<file path="src/rtl/hash_table_reader.sv">
// Drains the hash/occurrence table in address order, streaming non-empty slots as
// (value, count, slot) triples. Define CLEAR_ON_READ_EN to zero accepted slots during the scan.
module hash_table_reader #(
    parameter int DATA_INDEX_WIDTH = 32,
    parameter int BIT_ON_TAILS     = 7,
    parameter int MIN_OCCURR       = 1
) (
    input  logic                        clk,
    input  logic                        rst,
    input  logic                        start,
    input  logic                        abort,
    output logic                        busy,
    output logic                        done,
    output logic [BIT_ON_TAILS:0]       HashOccurrAddr,
    input  logic [DATA_INDEX_WIDTH-1:0] HashValue,
    input  logic [DATA_INDEX_WIDTH-1:0] OccurrValue,
    output logic                        WrEn,
    output logic [DATA_INDEX_WIDTH-1:0] NewHashValue,
    output logic [DATA_INDEX_WIDTH-1:0] NewOccurrValue,
    output logic                        out_valid,
    input  logic                        out_ready,
    output logic [DATA_INDEX_WIDTH-1:0] out_value,
    output logic [DATA_INDEX_WIDTH-1:0] out_count,
    output logic [BIT_ON_TAILS:0]       out_slot,
    output logic [BIT_ON_TAILS:0]       entry_count,
    output logic [DATA_INDEX_WIDTH-1:0] total_occurr
);
    localparam int AW  = BIT_ON_TAILS + 1;
    localparam int THR = (MIN_OCCURR < 1) ? 1 : MIN_OCCURR;
    localparam logic [AW-1:0]               LAST_ADDR = AW'((1 << BIT_ON_TAILS) - 1);
    localparam logic [DATA_INDEX_WIDTH-1:0] THR_V     = DATA_INDEX_WIDTH'(THR);

    typedef enum logic [2:0] {IDLE, READ_WAIT, SAMPLE, EMIT, ADVANCE, DONE} state_t;

    state_t        state, state_n;
    logic [AW-1:0] addr;

    always_ff @(posedge clk or negedge rst) begin
        if (!rst) state <= IDLE;
        else      state <= state_n;
    end

    always_comb begin
        state_n = state;
        if (abort) begin
            state_n = IDLE;
        end else begin
            case (state)
                IDLE:      if (start) state_n = READ_WAIT;
                READ_WAIT: state_n = SAMPLE;
                SAMPLE:    state_n = (OccurrValue >= THR_V) ? EMIT : ADVANCE;
                EMIT:      if (out_ready) state_n = ADVANCE;
                ADVANCE:   state_n = (addr == LAST_ADDR) ? DONE : READ_WAIT;
                DONE:      state_n = IDLE;
                default:   state_n = IDLE;
            endcase
        end
    end

    // Abort freezes the datapath so counters keep their partial values.
    always_ff @(posedge clk or negedge rst) begin
        if (!rst) begin
            addr         <= '0;
            out_value    <= '0;
            out_count    <= '0;
            out_slot     <= '0;
            entry_count  <= '0;
            total_occurr <= '0;
        end else if (!abort) begin
            case (state)
                IDLE: if (start) begin
                    addr         <= '0;
                    entry_count  <= '0;
                    total_occurr <= '0;
                end
                SAMPLE: begin
                    out_value <= HashValue;
                    out_count <= OccurrValue;
                    out_slot  <= addr;
                end
                EMIT: if (out_ready) begin
                    entry_count  <= entry_count + 1'b1;
                    total_occurr <= total_occurr + out_count;
                end
                ADVANCE: if (addr != LAST_ADDR) addr <= addr + 1'b1;
                DONE:    addr <= '0;
                default: ;
            endcase
        end
    end

`ifdef CLEAR_ON_READ_EN
    logic accepted;

    // Remembers whether the current slot was handed off, so only emitted slots get cleared.
    always_ff @(posedge clk or negedge rst) begin
        if (!rst)                                           accepted <= 1'b0;
        else if (!abort && state == SAMPLE)                 accepted <= 1'b0;
        else if (!abort && state == EMIT && out_ready)      accepted <= 1'b1;
    end

    assign WrEn = (state == ADVANCE) && accepted;
`else
    assign WrEn = 1'b0;
`endif

    assign NewHashValue   = '0;
    assign NewOccurrValue = '0;
    assign HashOccurrAddr = addr;
    assign busy           = (state != IDLE);
    assign done           = (state == DONE);
    assign out_valid      = (state == EMIT);
endmodule

</file>
<file path="config.mk">
export PLATFORM = sky130hd
export DESIGN_NAME = hash_table_reader
export DESIGN_NICKNAME = d
export VERILOG_FILES = /design/src/rtl/hash_table_reader.sv
export SDC_FILE = /design/constraint.sdc
export NUM_CORES = 1
export LEC_CHECK = 0
export ABC_AREA = 1
export CORE_AREA = 2 2 165 167
export DETAILED_ROUTE_END_ITERATION = 7
export DIE_AREA = 0 0 167 169
export HOLD_SLACK_MARGIN = 0.12
export PLACE_DENSITY_LB_ADDON = 0.05
export SETUP_SLACK_MARGIN = 0.3
export SKIP_CTS_REPAIR_TIMING = 1
export SYNTH_ARGS = -nofsm -noshare
export SYNTH_HDL_FRONTEND = slang
export SYNTH_SLANG_ARGS = --single-unit
export TNS_END_PERCENT = 50
</file>
<file path="constraint.sdc">
create_clock -name clk -period 1.9 [get_ports clk]
set_clock_uncertainty 0.15 [all_clocks]
set_input_delay 0.38 -clock clk [delete_from_list [all_inputs] [get_ports clk]]
set_output_delay 0.38 -clock clk [all_outputs]
set_load 0.02 [all_outputs]
</file>
; Word level (Yosys, flattened, before mapping)
; Index checks and enable logic that the tools add are counted.
[op_classes]
mux = 14
reduce_logical = 8
shift = 0
n_eq_ne = 12
n_addsub = 3
div_mod_pow = 0
mul = 0
bitwise_logic = 1
n_lt_le_gt_ge = 1
[ops]
columns = operator, count
row1 = 32-bit 2-to-1 mux, 2
row2 = 32-bit case mux with 2 select lines, 1
row3 = 32-bit adder, 1
row4 = "32-bit by 1-bit >= comparator with 1-bit output, second input constant", 1
row5 = 8-bit 2-to-1 mux, 3
row6 = 8-bit case mux with 3 select lines, 1
row7 = "8-bit by 1-bit adder with 8-bit output, second input constant", 2
row8 = 8-bit case mux with 2 select lines, 1
row9 = 3-bit 2-to-1 mux, 5
row10 = 3-bit case mux with 5 select lines, 1
row11 = "8-bit by 7-bit equality test with 1-bit output, second input constant", 1
row12 = "8-bit by 7-bit inequality test with 1-bit output, second input constant", 1
row13 = 4-bit AND reduction, 2
row14 = "3-bit by 2-bit equality test with 1-bit output, second input constant", 2
row15 = "3-bit equality test, second input constant", 2
row16 = 3-bit nonzero test, 2
row17 = "2-bit inequality test, second input constant", 2
row18 = 2-bit AND reduction, 2
row19 = "3-bit by 1-bit equality test with 1-bit output, second input constant", 1
row20 = 3-bit zero test, 1
row21 = "3-bit by 2-bit inequality test with 1-bit output, second input constant", 1
row22 = "3-bit inequality test, second input constant", 1
row23 = "2-bit by 1-bit inequality test with 1-bit output, second input constant", 1
row24 = 2-bit nonzero test, 1
row25 = 1-bit NOT, 1
[word_totals]
inputBits = 69
mem_count = 0
mem_bits_ro = 0
ramBits = 0
latchBits = 0
word_cells = 46
register_bits = 123

; Longest topological paths before layout
; Gate-level depths: netlist of the first run.
[logic_depth]
depth_word = 4
depth_mapped = 14
mapped_depth_nobuf = 14

; Worst setup path after synthesis of the first run
; Ideal clock, no wire load.
[synth_path]
path_type = reg-to-reg
from = register out_count[0]
to = register total_occurr[24]
t_arrival_ns = 1.857
setup_time_ns = 0.117
slack_ns = -0.224
path_stages_with_launch = 13
t_required_ns = 1.633
path_cell_list = dfrtp_1 > ha_1 > fa_1 > nand3_1 > nand3_1 > nand2_1 > nand2_1 > nand2_1 > nand2_1 > nand2_1 > nand3_1 > nand3_1 > nand2_1
[synth_via]
elab_chain_cells = 3
[synth_lines]
columns = element, line_no
row1 = from (decl), 23  ; output logic [DATA_INDEX_WIDTH-1:0] out_count,
row2 = from (signal assigned), 78  ; out_count <= OccurrValue;
row3 = 32-bit adder, 83  ; total_occurr <= total_occurr + out_count;
row4 = 32-bit 2-to-1 mux, 81  ; EMIT: if (out_ready) begin
row5 = 32-bit case mux with 2 select lines, 70  ; case (state)
row6 = to (signal assigned), 83
row7 = to (decl), 26  ; output logic [DATA_INDEX_WIDTH-1:0] total_occurr
; Every way passes these cells. The select of a mux whose other input is x is not followed.
; A chain may end at the register's enable or synchronous reset.

; Final worst setup path of the first run
; Same ends and word-level chain as after synthesis.

==> parameters.txt, run 1 <==
Parameter                              Value

Floorplanning
  Total number of placement rows    60
  Starting density of the core    between 20% and 30%
  Floorplan die area    roughly 28,000 µm²
  Core ar.    ~27,000 µm²
  Vertical die dimension    approximately 170 µm
  I/O pin count    approximately 260
  Width of the die    approximately 170 µm

Run status
  Violations in the final reports    negative setup slack
  Result of the run    complete, but fails checks

GRT
  Via count of the first global-routing pass    ~7,300
  Leftover overflow at the end of global routing    0
  Number of antenna violations at the first check in global routing    1
  Largest net degree at the start of global routing    82
  Global routing usage summed across all routing layers    between 15 and 20%
  Global-route wire length before repair    approximately 40,000 µm

Timing
  Final Hold Slack    0.115 ns
  Post-route setup slack    -0.0902 ns
  Final hold viol count    0
  Min Clock Period, post-route    1.99 ns
  Unrepaired setup endpoints after global routing    true
  Achievable frequency    around 500 MHz
  Fin. max-slew vios    0
  Tcrit/Tclk final    105%
  Setup Viol. Count Final    11

Detailed routing
  DRT Pass-1 Iters    5
  Antenna-violating nets left    0
  Total via count in the routed design    ~7,600
  Vias per std cell    approximately 4.3
  Wirelength per Cell    14.0 µm
  Detailed-route DRC error count    0
  Number of DRC markers in iteration 0    263
  Total detailed-routing wirelength    24,800 µm

Clocking
  Sink Count    ~120
  Clk slew on worst S/H paths    around 0.080 ns
  Clock tree from TritonCTS    built
  Buffers from clock root to sink, at most    2
  CTS Root Cell    sky130_fd_sc_hd__clkbuf_16
  CTS HTree Levels    4
  Clock insertion delay at the later pin of the skew report    0.43 ns
  Clock buffer count from CTS    17

Logic synthesis
  Synth Area per Inst    approximately 7.5 µm²
  Async set-or-reset flop fraction in the synthesized netlist    100%
  Synth Flop Type    sky130_fd_sc_hd__dfrtp_1
  Number of flops mapped to enable cells by yosys    0
  Total of flip-flops plus latches after synthesis    around 120
  Seq/Total Area, Yosys    a little under 40%
  Distinct cell type count after synthesis    35
  Syn Inst Count    between 1,000 and 1,500
  Total standard cell area after synthesis    around 8000 µm²
  Total of warnings raised by yosys    0

Final layout
  Fraction of layout cells with a size suffix above 1    between 40% and 50%
  Total Nets Final    1,526
  Layout filler cell count    ~2,600
  Post-route design area    between 10,000 and 15,000 µm²
  Post-synthesis to final-layout area growth    68.1%
  Number of diodes added for antenna fixing    0

Worst setup path
  Critical-path cell with the highest stage delay    sky130_fd_sc_hd__dfrtp_2
  Largest fanout on the critical path    4
  Top cell by count, worst path    sky130_fd_sc_hd__nand2_1
  Critical path endpoint category    flop
  Worst stage delay on the critical path    about 0.42 ns
  Signal arrival time at the worst endpoint    about 2.2 ns
  Crit Path Category    flop to flop
  Count of buffering cells on the critical path with inverters included    0
  CP Cell Sequence    ha_4 -> fa_2 -> nand3_2 -> nand3_4 -> nand2_1 -> nand2_1 -> nand2_1 -> nand2_2 -> nand2_2 -> nand3_1 -> nand3_2 -> nand2_1
  Required time at the endpoint of the critical path    2.08 ns
  Kind of cell adding the most delay to the critical path    simple AND/OR/NAND/NOR gates
  Critical path startpoint category    flop

Placed design
  Global placement routability congestion    between 0.8 and 0.9
  Placed instance area    roughly 12,000 µm²
  Port bufs    ~190
  Post-DP HPWL    about 19,000 µm

Worst hold path
  Class of the tightest hold or removal check    input port to flop

Run
  Max-cap violation count    0

Power
  Maximum ir drop on the vdd rail    just over 0.6 mV
  Leakage    7.03 nW
  Pwr per Cell Area    1300 nW/µm²
-- cells in the mapped netlist (18+ instances only) --
| cell type | count | area share, % |
|---|---|---|
| sky130_fd_sc_hd__nand2_1 | 350 | 17 |
| sky130_fd_sc_hd__inv_1 | 151 | 7.2 |
| sky130_fd_sc_hd__dfrtp_1 | 123 | 39 |
| sky130_fd_sc_hd__nor2_1 | 70 | 3.4 |
| sky130_fd_sc_hd__buf_4 | 69 | 6.6 |
| sky130_fd_sc_hd__mux2_2 | 49 | 7.1 |
| sky130_fd_sc_hd__nand3_1 | 48 | 3.1 |
| sky130_fd_sc_hd__ha_1 | 33 | 5.3 |
| sky130_fd_sc_hd__o21ai_0 | 32 | 2.0 |
| sky130_fd_sc_hd__a21oi_1 | 27 | 1.7 |
| sky130_fd_sc_hd__o21ai_1 | 18 | 1.2 |
-- kinds of logic (layout without fill, tap and decap cells) --
family / count (synthesis) / in the layout / share of synthesized area, %
simple gates: 503 / 503 / 26.2
other cells: 1 / 65 / 0.0479
fa+ha+maj: 34 / 34 / 5.53
compound gates: 89 / 89 / 6.11
flops: 123 / 123 / 39.3
xor+xnor: 8 / 8 / 0.895
buf+inv: 237 / 565 / 14.8
mux: 49 / 49 / 7.05
-- worst paths after layout --
path / slack (ns) / endpoint / startpoint / depth (start not counted)
min in group asynchronous: 0.30 / out_slot[3]$_DFFE_PN0P_ / rst / 3
max in group asynchronous: 0.79 / out_count[23]$_DFFE_PN0P_ / rst / 3
worst min-delay path: 0.11 / out_count[5]$_DFFE_PN0P_ / OccurrValue[5] / 2
worst max-delay path: -0.09 / total_occurr[24]$_DFFE_PN0P_ / out_count[0]$_DFFE_PN0P_ / 12
worst max register to register: -0.09 / total_occurr[24]$_DFFE_PN0P_ / out_count[0]$_DFFE_PN0P_ / 12
worst min register to register: 0.34 / out_slot[0]$_DFFE_PN0P_ / out_slot[0]$_DFFE_PN0P_ / 2
-- worst reg2reg max path, stage by stage (launching register included) --
cell and delay, ns:
sky130_fd_sc_hd__dfrtp_2 0.42, sky130_fd_sc_hd__ha_4 0.17, sky130_fd_sc_hd__fa_2 0.38, sky130_fd_sc_hd__nand3_2 0.10, sky130_fd_sc_hd__nand3_4 0.09, sky130_fd_sc_hd__nand2_1 0.07, sky130_fd_sc_hd__nand2_1 0.06, sky130_fd_sc_hd__nand2_1 0.07
sky130_fd_sc_hd__nand2_2 0.07, sky130_fd_sc_hd__nand2_2 0.09, sky130_fd_sc_hd__nand3_1 0.09, sky130_fd_sc_hd__nand3_2 0.09, sky130_fd_sc_hd__nand2_1 0.05
-- sequential cells by signal, indices dropped and copies added, names as in the netlist --
register and cells:
out_count 32, out_value 32, total_occurr 32, HashOccurrAddr 8, entry_count 8, out_slot 8, state 3
-- through the flow --
| step | TNS, ns | instances | setup slack, ns | utilization [%] | power [mW] |
|---|---|---|---|---|---|
| after CTS | -18.43 | 1737 | -0.436 | 45.6 | 16.3 |
| after global placement | -10.82 | 1705 | -0.347 | 43.4 | 12.9 |
| after global routing | -2.49 | 1777 | -0.211 | 49.7 | 18.2 |
| after floorplan | -0.0531 | 1108 | -0.0531 | - | 8.70 |
| after detailed placement | -12.04 | 1705 | -0.376 | 43.4 | 12.9 |
| final | -0.412 | 1777 | -0.0902 | 49.7 | 17.1 |
-- placed cells by master, fill, tap and decap left out, drive strengths merged, types with 2 or more instances in the layout --
| cell type | Yosys | final |
|---|---|---|
| xnor2 | 4 | 4 |
| dlymetal6s2s | 0 | 43 |
| dfrtp | 123 | 123 |
| xor2 | 4 | 4 |
| nor3 | 11 | 11 |
| nand3b | 2 | 2 |
| o31ai | 2 | 2 |
| o21bai | 3 | 3 |
| a22o | 3 | 3 |
| nor4 | 4 | 4 |
| nand3 | 50 | 50 |
| inv | 154 | 163 |
| nor2 | 73 | 73 |
| a31oi | 2 | 2 |
| or2 | 2 | 2 |
| clkdlybuf4s50 | 0 | 57 |
| buf | 77 | 237 |
| ha | 33 | 33 |
| dlygate4sd3 | 0 | 5 |
| clkbuf | 6 | 55 |
| conb | 1 | 65 |
| nand2 | 350 | 350 |
| mux2 | 49 | 49 |
| clkinv | 0 | 3 |
| o21ai | 51 | 51 |
| a21oi | 27 | 27 |
| nand4 | 9 | 9 |
-- layer usage --
| layer | up-vias | share of wire [%] | track usage, % |
|---|---|---|---|
| li1 | 3915 | - | - |
| met1 | 3481 | 47 | 23.7 |
| met2 | 189 | 46 | 26.7 |
| met3 | 10 | 6.9 | 5.68 |
| met4 | 2 | 0.79 | 4.05 |
| met5 | - | 0.052 | 0 |
-- layout make-up --
type | count | area (µm²) | share of cell area, %
Clock buffer | 18 | 439 | 3.34
Timing Repair Buffer | 379 | 3600 | 27.4
Inverter | 154 | 583 | 4.43
Tap cell | 341 | 427 | 3.24
Sequential cell | 123 | 3120 | 23.7
Multi-Input combinational cell | 748 | 4840 | 36.8
Clock inverter | 14 | 148 | 1.12
-- power breakdown --
group,internal (mW),total [mW],leakage (nW),switching [mW]
combinational,4.78,9.47,5.20,4.69
clock,1.89,3.33,0.287,1.44
sequential,3.53,4.29,1.55,0.770
(Power assumes the default switching activity.)
==> run 2: changes to the inputs <==
RECOVER_POWER = 50   (was default)
SLEW_MARGIN = 0   (was default)
==> parameters.txt, run 2 (synthesis results as in run 1) <==
Parameter                              Value

Power
  Power consumption    16.8 mW (-1.8%)
  Part of the total power dissipated in sequential elements    25.6% (+0.5 points)
  Pwr per Cell Area    1300 nW/µm² (+0.31%)
  Leakage    6.62 nW (-5.9%)
  Combinational cell fraction of total power    54.5% (-0.9 points)
  Switching part of the total    41.1% (+0.79 points)
  Maximum ir drop on the vdd rail    0.602 mV (-0.20%)
  Total net switching power    6.90 mW (+0.16%)
  Cell-internal power    9.88 mW (-3.1%)
  Clock power share    19.8% (+0.3 points)

Timing
  Transition time at the pin with the least slew margin    around 1.2 ns
  Min Clock Period, post-route    1.99 ns (+0.000787 ns)
  Tcrit/Tclk final    105% (about the same)
  Achievable frequency    502 MHz (about the same)
  Setup Viol. Count Final    10 (-1)
  Final hold viol count    0 (unchanged)
  Fin. max-slew vios    0 (unchanged)
  Post-route setup slack    -0.0910 ns (-0.000787 ns)
  Final Hold Slack    0.110 ns (-0.00432 ns)
  Unrepaired setup endpoints after global routing    true
  Slew HR    23.1%

Clocking
  Clock insertion delay at the later pin of the skew report    0.44 ns (about the same)
  Clk slew on worst S/H paths    0.07 ns (about the same)
  CTS HTree Levels    4 (unchanged)
  CTS Root Cell    sky130_fd_sc_hd__clkbuf_16
  Sink Count    123 (unchanged)
  Clock buffer count from CTS    17 (unchanged)
  Buffers from clock root to sink, at most    2 (unchanged)
  Clock tree from TritonCTS    built

Worst setup path
  Endpoint of the worst register-to-register path    total_occurr[24]$_DFFE_PN0P_
  Worst stage delay on the critical path    0.42 ns (about the same)
  Signal arrival time at the worst endpoint    2.17 ns (about the same)
  Top cell by count, worst path    sky130_fd_sc_hd__nand2_1
  Critical path startpoint category    flop
  Destination of the critical timing path    total_occurr[24]$_DFFE_PN0P_
  Start point of the critical path    out_count[0]$_DFFE_PN0P_
  Reg2reg start    out_count[0]$_DFFE_PN0P_
  Required time at the endpoint of the critical path    2.08 ns (about the same)
  Crit Path Category    flop to flop
  Largest fanout on the critical path    4 (unchanged)
  Critical path endpoint category    flop
  Critical-path cell with the highest stage delay    sky130_fd_sc_hd__dfrtp_2
  Cell count of the worst reg-to-reg path    12 (unchanged)
  Worst reg2reg setup slack    -0.09 ns (about the same)
  CP Cell Sequence    ha_4 -> fa_2 -> nand3_2 -> nand3_4 -> nand2_1 -> nand2_1 -> nand2_1 -> nand2_2 -> nand2_2 -> nand3_1 -> nand3_2 -> nand2_1

Final layout
  Most frequent standard cell in the layout excluding fill and tap cells    sky130_fd_sc_hd__nand2_1
  Post-Layout Cell Count    1,777 (unchanged)
  Post-route design area    12,900 µm² (-2.1%)
  Total Nets Final    1,526 (unchanged)
  Number of diodes added for antenna fixing    0 (unchanged)
  Fraction of layout cells with a size suffix above 1    40.3% (-1.7 points)
  Layout filler cell count    2,667 (+1.5%)
  Commonest cells after routing, fill and taps aside    sky130_fd_sc_hd__nand2_1, sky130_fd_sc_hd__inv_1, sky130_fd_sc_hd__buf_4, sky130_fd_sc_hd__buf_6, sky130_fd_sc_hd__dfrtp_1
  Registers with the highest flip-flop counts    out_count (32), out_value (32), total_occurr (32)
  Post-synthesis to final-layout area growth    64.7%

Detailed routing
  DRT Pass-1 Iters    4 (-1)
  Vias per std cell    4.26 (-0.36%)
  Antenna-violating nets left    0 (unchanged)
  Detailed-route DRC error count    0 (unchanged)
  Total detailed-routing wirelength    24,800 µm (about the same)
  Total via count in the routed design    7,570 (-0.36%)
  Wirelength per Cell    14.0 µm (about the same)
  Number of DRC markers in iteration 0    272 (+3.4%)

GRT
  Number of antenna violations at the first check in global routing    1 (unchanged)
  Global routing usage summed across all routing layers    17.4% (unchanged)
  Leftover overflow at the end of global routing    0 (unchanged)
  Via count of the first global-routing pass    7,256 (unchanged)
  Global-route wire length before repair    38,900 µm (unchanged)
  Largest net degree at the start of global routing    82 (unchanged)

Floorplanning
  I/O pin count    257 (unchanged)
  Floorplan die area    28,200 µm² (unchanged)
  Total number of placement rows    60 (unchanged)
  Core ar.    26,500 µm² (unchanged)
  Vertical die dimension    169 µm (unchanged)
  Starting density of the core    29.5% (unchanged)
  Width of the die    167 µm (unchanged)

Placed design
  Worst setup slack after placement    -0.376 ns (unchanged)
  Placed instance area    11,500 µm² (unchanged)
  Port bufs    191 (unchanged)
  Global placement routability congestion    0.864 (unchanged)
  Post-DP HPWL    19,200 µm (unchanged)
  DP Cell Count    1,705 (unchanged)

Worst hold path
  Class of the tightest hold or removal check    input port to flop

Run
  Max-cap violation count    0 (unchanged)

Run status
  Result of the run    complete, but fails checks
  Violations in the final reports    negative setup slack
-- run 2: cell types whose count changed in the layout (fill, tap and decap cells not counted) --
cell | before | now
sky130_fd_sc_hd__dlymetal6s2s_1 | 43 | 19
sky130_fd_sc_hd__dfrtp_2 | 34 | 33
sky130_fd_sc_hd__buf_12 | 9 | 7
sky130_fd_sc_hd__clkbuf_2 | 36 | 16
sky130_fd_sc_hd__dfrtp_1 | 89 | 90
sky130_fd_sc_hd__clkbuf_1 | 0 | 47
sky130_fd_sc_hd__clkbuf_4 | 1 | 0
-- run 2: area by class of cell --
type / count / area, µm² / share of cell area (%)
clock inverters: 14 / 148 / 1.15
repair buffers: 379 / 3330 / 25.8
clock buffers: 18 / 439 / 3.41
well taps: 341 / 427 / 3.31
multi-input cells: 748 / 4840 / 37.6
flip-flops and latches: 123 / 3120 / 24.2
inverters: 154 / 583 / 4.52
-- run 2: power groups by stage --
stage          Sequential (mW)  Combinational (mW)  Clock (mW)
2_1_floorplan             5.31                3.40           0
3_3_place_gp              4.28                8.60           0
3_5_place_dp              4.29                8.56           0
4_1_cts                   4.27                8.61        3.42
5_1_grt                   4.43                9.96        3.55
6_report                  4.30                9.15        3.33
-- run 2: metrics by stage --
stage          setup TNS (ns)  utilization, %
2_1_floorplan         -0.0531               -
4_1_cts                -18.43            45.6
3_5_place_dp           -12.04            43.4
6_report               -0.415            48.6
3_3_place_gp           -10.82            43.4
5_1_grt                 -9.90            48.6
-- run 2: worst min path at each step --
stage	start	endpoint	slack, ns	depth (start not counted)
after floorplan	rst	HashOccurrAddr[0]$_DFFE_PN0P_	-0.07	0
final	OccurrValue[5]	out_count[5]$_DFFE_PN0P_	0.11	2
after global routing	OccurrValue[5]	out_count[5]$_DFFE_PN0P_	0.12	2
after global placement	rst	out_slot[3]$_DFFE_PN0P_	0.24	2
after detailed placement	rst	out_slot[3]$_DFFE_PN0P_	0.24	2
after CTS	rst	out_slot[3]$_DFFE_PN0P_	-0.23	2
-- run 2: metal layers --
metal  vias to the layer above  share of wire [%]  GRT usage (%)  wire [µm]
met2                       173                 45           26.7      11300
met4                         2                1.0           4.05        248
li1                       3910                  -              -          -
met1                      3468                 47           23.7      11500
met5                         -              0.052              0         13
met3                        17                6.9           5.68       1720
-- run 2: worst max-delay path, delay by kind of cell, from the launching register on --
| family | cells | cell delay [ns] |
|---|---|---|
| and+or+nand+nor | 10 | 0.78 |
| adders and majority gates | 2 | 0.55 |
| DFF | 1 | 0.42 |
